### src/rtl/csr_exec_pkg.sv
// Shared constants and types for the Zicsr execution stage.
// Optional feature macro used by the RTL: CSR_EXEC_ILLEGAL_EN.
package csr_exec_pkg;

    localparam int unsigned XLEN   = 32;
    localparam int unsigned CSR_AW = 12;
    localparam int unsigned REG_AW = 5;
    localparam int unsigned F3_W   = 3;

    localparam logic [F3_W-1:0] INST_CSRRW  = 3'b001;
    localparam logic [F3_W-1:0] INST_CSRRS  = 3'b010;
    localparam logic [F3_W-1:0] INST_CSRRC  = 3'b011;
    localparam logic [F3_W-1:0] INST_CSRRWI = 3'b101;
    localparam logic [F3_W-1:0] INST_CSRRSI = 3'b110;
    localparam logic [F3_W-1:0] INST_CSRRCI = 3'b111;

    // addr[11:10] == 2'b11 marks a read-only CSR
    localparam logic [CSR_AW-1:0] CSR_RO_MASK = 12'hC00;

    typedef enum logic [1:0] {
        ST_IDLE = 2'd0,
        ST_RD   = 2'd1,
        ST_EX   = 2'd2,
        ST_WB   = 2'd3
    } state_t;

    function automatic logic csr_is_ro(input logic [CSR_AW-1:0] addr);
        return (addr & CSR_RO_MASK) == CSR_RO_MASK;
    endfunction

    // funct3 000 and 100 carry no Zicsr operation
    function automatic logic f3_is_legal(input logic [F3_W-1:0] f3);
        return f3[1:0] != 2'b00;
    endfunction

endpackage

### src/rtl/csr_alu.sv
// Combinational Zicsr modify step: new CSR value and write enable.
// Feature macro CSR_EXEC_ILLEGAL_EN does not affect this block.
module csr_alu
    import csr_exec_pkg::*;
(
    input  logic [F3_W-1:0]   i_funct3,
    input  logic [XLEN-1:0]   i_old,
    input  logic [XLEN-1:0]   i_rs1_data,
    input  logic [REG_AW-1:0] i_uimm,
    output logic [XLEN-1:0]   o_new,
    output logic              o_we
);

    logic [XLEN-1:0] w_operand;

    // funct3[2] selects the zero-extended immediate form
    assign w_operand = i_funct3[2] ? XLEN'(i_uimm) : i_rs1_data;

    always_comb begin
        o_new = i_old;
        o_we  = 1'b0;
        case (i_funct3[1:0])
            2'b01: begin
                o_new = w_operand;
                o_we  = 1'b1;
            end
            2'b10: begin
                o_new = i_old | w_operand;
                o_we  = |i_uimm;
            end
            2'b11: begin
                o_new = i_old & ~w_operand;
                o_we  = |i_uimm;
            end
            default: begin
                o_new = i_old;
                o_we  = 1'b0;
            end
        endcase
    end

endmodule

### src/rtl/csr_exec.sv
// Zicsr sequencing stage: IDLE -> RD -> EX -> (WB) read-modify-write of the CSR file.
// Define CSR_EXEC_ILLEGAL_EN to trap writes to read-only CSRs and unused funct3.
module csr_exec
    import csr_exec_pkg::*;
(
    input  logic              i_clk,
    input  logic              i_rst,
    input  logic              i_valid,
    output logic              o_ready,
    input  logic [F3_W-1:0]   i_funct3,
    input  logic [CSR_AW-1:0] i_csr_addr,
    input  logic [REG_AW-1:0] i_rs1_addr_uimm,
    input  logic [REG_AW-1:0] i_rd_addr,
    input  logic [XLEN-1:0]   i_rs1_data,
    output logic [CSR_AW-1:0] o_csr_raddr,
    input  logic [XLEN-1:0]   i_csr_rdata,
    output logic              o_csr_we,
    output logic [CSR_AW-1:0] o_csr_waddr,
    output logic [XLEN-1:0]   o_csr_wdata,
    output logic              o_wb_valid,
    input  logic              i_wb_ready,
    output logic [REG_AW-1:0] o_rd_addr,
    output logic [XLEN-1:0]   o_rd_data,
    output logic              o_illegal
);

    state_t              r_state;
    logic [F3_W-1:0]     r_funct3;
    logic [CSR_AW-1:0]   r_addr;
    logic [REG_AW-1:0]   r_uimm;
    logic [REG_AW-1:0]   r_rd;
    logic [XLEN-1:0]     r_rs1_data;
    logic [REG_AW-1:0]   r_rd_addr;
    logic [XLEN-1:0]     r_rd_data;

    logic [XLEN-1:0]     w_new;
    logic                w_alu_we;
    logic                w_illegal;
    logic                w_in_ex;

    csr_alu u_alu (
        .i_funct3   (r_funct3),
        .i_old      (i_csr_rdata),
        .i_rs1_data (r_rs1_data),
        .i_uimm     (r_uimm),
        .o_new      (w_new),
        .o_we       (w_alu_we)
    );

    assign w_in_ex = (r_state == ST_EX);

`ifdef CSR_EXEC_ILLEGAL_EN
    assign w_illegal = (w_alu_we && csr_is_ro(r_addr)) || !f3_is_legal(r_funct3);
    assign o_illegal = w_in_ex && w_illegal && !i_rst;
`else
    assign w_illegal = 1'b0;
    assign o_illegal = 1'b0;
`endif

    // Write data depends on the read returning in EX, so the strobe is decoded from state
    assign o_csr_we    = w_in_ex && w_alu_we && !w_illegal && !i_rst;
    assign o_csr_waddr = r_addr;
    assign o_csr_wdata = w_new;
    assign o_csr_raddr = r_addr;
    assign o_ready     = (r_state == ST_IDLE);
    assign o_wb_valid  = (r_state == ST_WB);
    assign o_rd_addr   = r_rd_addr;
    assign o_rd_data   = r_rd_data;

    always_ff @(posedge i_clk) begin
        if (i_rst) begin
            r_state    <= ST_IDLE;
            r_funct3   <= '0;
            r_addr     <= '0;
            r_uimm     <= '0;
            r_rd       <= '0;
            r_rs1_data <= '0;
            r_rd_addr  <= '0;
            r_rd_data  <= '0;
        end else begin
            case (r_state)
                ST_IDLE: begin
                    if (i_valid) begin
                        r_funct3   <= i_funct3;
                        r_addr     <= i_csr_addr;
                        r_uimm     <= i_rs1_addr_uimm;
                        r_rd       <= i_rd_addr;
                        r_rs1_data <= i_rs1_data;
                        r_state    <= ST_RD;
                    end
                end
                ST_RD: r_state <= ST_EX;
                ST_EX: begin
                    r_rd_addr <= r_rd;
                    r_rd_data <= i_csr_rdata;
                    if ((r_rd != '0) && f3_is_legal(r_funct3) && !w_illegal) begin
                        r_state <= ST_WB;
                    end else begin
                        r_state <= ST_IDLE;
                    end
                end
                ST_WB: begin
                    if (i_wb_ready) begin
                        r_state <= ST_IDLE;
                    end
                end
                default: r_state <= ST_IDLE;
            endcase
        end
    end

endmodule
### config.mk
export PLATFORM = sky130hd
export DESIGN_NAME = csr_exec
export DESIGN_NICKNAME = d
export VERILOG_FILES = /design/src/rtl/csr_exec_pkg.sv /design/src/rtl/csr_alu.sv /design/src/rtl/csr_exec.sv
export SDC_FILE = /design/constraint.sdc
export NUM_CORES = 1
export LEC_CHECK = 0
export CORE_UTILIZATION = 55
export DETAILED_ROUTE_END_ITERATION = 7
export DONT_BUFFER_PORTS = 1
export GPL_TIMING_DRIVEN = 1
export MAX_ROUTING_LAYER = met4
export PLACE_DENSITY = 0.73
export RECOVER_POWER = 100
export SLEW_MARGIN = 10
export SYNTH_ARGS = -nofsm -noshare
export SYNTH_HDL_FRONTEND = slang
export SYNTH_SLANG_ARGS = --single-unit
export TNS_END_PERCENT = 50
### constraint.sdc
create_clock -name i_clk -period 1.4 [get_ports i_clk]
set_input_delay 0.28 -clock i_clk [delete_from_list [all_inputs] [get_ports i_clk]]
set_output_delay 0.28 -clock i_clk [all_outputs]
set_load 0.01 [all_outputs]
==> flow_metrics.tcl <==
set metrics [dict create \
    skew_ps 8.98 \
    first_global_vias 3317 \
    yosysWarnings 0 \
    fillers 643 \
    worstHoldStart "i_rst" \
    die-area_um2 8030 \
    cts_buffers 9 \
    cts_buffer_depth 2 \
    drt_iter0_drc 186 \
    critPathKind "register to output port" \
    diodes 0 \
    holdPathStages 1 \
    fin_area_um2 4770 \
    synth.area.top_cells "dfxtp_1 (46%), nand2_1 (17%), a21oi_1 (11%), a22o_1 (5.6%), nor2b_1 (4.1%)" \
    drc 0 \
    setup_viol 46 \
    synth_cell_types 29 \
    cts_tree "done" \
    wl_met2_um 5440 \
    crit_family "flip-flops" \
    cap_viol_max_count 0 \
    first_pass_iters 5 \
    rsz0062_at_grt "yes" \
    cts_num_sinks 96 \
    cts_max_level 3 \
    critPathLaunch "r_funct3[2]$_SDFFE_PP0P_" \
    viasPerCell 5.73 \
    clkTransAtPathRegs_ps 90 \
    ys_seq_area_frac 0.455 \
    nets 645 \
    syn_area_per_cell_um2 7.58 \
    gp_congestion 0.757 \
    routed_wl_um 10700 \
    synthSimpleGateAreaFrac 0.228 \
    p_total_w 0.00576 \
    synth_fp_nets 650 \
    fmax_ghz 0.572 \
    timing.final.ws_setup_ps -348 \
    holdWs_ps -15.7 \
    start_util 0.576 \
    critical_path.max_stage_delay_ps 460 \
    crit_path_start_kind "register" \
    hold_path_class "input pin to register" \
    grt.overflow.total 0 \
    status "finished, violations left" \
    cp_max_fo 21 \
    clk-insertion-delay-late_ps 360 \
    io_pins 190 \
    met1_length_um 4180 \
    syn_inst 557 \
    ant_nets 0 \
    holdPathEnd "o_rd_data[22]$_SDFFE_PP0N_" \
    yosysTopAreaCellShare 0.455 \
    post-place-cells 634 \
    wl_met3_um 892 \
    drive_gt1_frac 0.149 \
    path_cells "buf_8, nor2_4, buf_12, a22o_1" \
    dpl_cell_area_um2 4340 \
    dr.max_layer_used "met4" \
    syn_area_um2 4220 \
    io_buffer_count 0 \
    grtUsageTotal 0.255 \
    die_w_um 89.6 \
    ir_worst_vdd_mv 0.874 \
    fin_crit_ps 1750 \
    vias 3757 \
    synth-seq-cells 96 \
    core_area_um2 7330 \
    grt_pass1_wl_um 15200 \
    p_leak_nw 1.81 \
    timing.rr.start "r_state[1]$_SDFFE_PP0P_" \
    dpl_worst_slack_ps -94.6 \
    synth_top_family_by_area "simple AND/OR/NAND/NOR gates" \
    yosys.area.top_type "dfxtp_1" \
    syn2layout_area_growth_pct 12.9 \
    synthXorXnorAreaFrac 0.00385 \
    antenna_found_initial 0 \
    r2r_end "r_state[0]$_SDFFE_PP0P_" \
    die_y_um 89.6 \
    violations "negative hold slack, negative setup slack" \
    cellPowerDensity_nw_per_um2 1210 \
    grt_max_degree 98 \
    worst_r2r_path_depth 4 \
    synth-compound-area-share 0.222 \
    path_buf_inv 2 \
    cp.required_ps 1120 \
    synth_adder_area_share 0 \
    clockRootBuffer "clkbuf_8" \
    hold_viol_final 12 \
    post_drt_wl_per_cell_um 16.3 \
    rrSetupSlack_ps -50 \
    crit_slowest_cell "dfxtp_4" \
    dp_hpwl_um 7170 \
    crit_path_end_kind "output port" \
    maxSlewViolCount 0 \
    cp.arrival_ps 1470 \
    muxShareOfSynthArea 0.0119 \
    final_cell_count_no_fill 656 \
    row_count 31 \
    min_period_over_period 1.25 \
]
==> worst register-to-register path: cells and delay by family (launching register included) <==
kind	cells	cell delay [ps]
buffers and inverters	1	410
AOI/OAI and AO/OA	2	370
DFF	1	350
and+or+nand+nor	1	260
==> state kept, by name, summed over array words and instances (netlist names) <==
name and flops:
o_csr_raddr 12, r_rs1_data 32, r_funct3 3, r_rd 5, r_uimm 5, o_rd_addr 5
o_rd_data 32, r_state 2
==> logic make-up (layout without fill, tap and decap cells) <==
group / after synthesis / count (layout)
buffers and inverters: 63 / 63
XOR/XNOR: 1 / 1
other: 1 / 1
multiplexers: 5 / 5
flip-flops: 96 / 96
AO/OA/AOI/OAI: 162 / 162
AND/OR/NAND/NOR: 229 / 229
==> how the worst max path moves through the flow <==
stage                       to  cells past startpoint
4_1_cts        o_csr_wdata[12]                      4
3_5_place_dp   o_csr_wdata[23]                      4
2_1_floorplan  o_csr_wdata[21]                      4
6_report       o_csr_wdata[19]                      4
3_3_place_gp          o_csr_we                      4
5_1_grt         o_csr_wdata[4]                      4
==> synth_stat cells <==
cell / n
nand2b_1: 2
o21ai_0: 27
o211ai_1: 1
buf_4: 20
xnor2_2: 1
and2_1: 1
dfxtp_1: 96
nor4_1: 1
mux2i_1: 5
clkbuf_1: 25
a22o_1: 27
buf_1: 2
nor2_4: 1
a311oi_1: 1
a31oi_1: 1
buf_2: 8
or2_2: 1
nand2_1: 191
or4_1: 1
o22ai_1: 5
inv_1: 7
a21boi_0: 5
nor3b_1: 1
or3b_1: 1
nor2_1: 1
nor2b_1: 28
a21oi_1: 95
buf_6: 1
conb_1: 1
==> per-layer routing <==
layer	vias to the layer above	track usage
li1	1823	-
met1	1764	0.274
met2	155	0.446
met3	15	0.0676
met4	0	0.0996
met5	-	-
==> cell usage in the layout, fill, tap and decap left out, drive strengths merged, types with 2 or more instances in the layout <==
| cell type | n |
|---|---|
| nand2 | 191 |
| dfxtp | 96 |
| a21oi | 95 |
| buf | 34 |
| nor2b | 28 |
| a22o | 27 |
| o21ai | 27 |
| clkbuf | 16 |
| inv | 9 |
| mux2i | 5 |
| a21boi | 5 |
| o22ai | 5 |
| clkinv | 3 |
| nand2b | 2 |
| nor2 | 2 |
==> where the power goes <==
part | total (W) | internal [W] | switching (W)
logic | 0.000870 | 0.000397 | 0.000473
clock network | 0.00186 | 0.000885 | 0.000971
registers | 0.00304 | 0.00287 | 0.000164
==> area by class of cell <==
type	count	area, um^2	area share
tap	99	124	0.0260
multi-input combinational	398	2080	0.437
clock inverter	6	66.3	0.0139
inverter	7	26.3	0.00551
sequential	96	1930	0.406
timing repair buffer	40	395	0.0829
clock buffer	10	138	0.0289
==> what timing repair did <==
| item | 4_1_cts | 5_1_grt |
|---|---|---|
| endpoints found under the setup margin | 34 | 81 |
| gates cloned | 0 | 3 |
| hold endpoints to repair | 96 | 96 |
| pin swaps | 3 | 11 |
| buffers inserted | 0 | 3 |
| resized for setup | 23 | 40 |
==> per-stage QoR <==
step                TNS (ps)  hold slack, ps  utilization
finish                -10630           -15.7        0.650
detailed placement     -1440             359        0.592
CTS                   -10490           -35.1        0.628
global route          -15430           -46.8        0.650
global placement        -666             356        0.592
floorplan               -261             408            -
(Power assumes the default switching activity.)
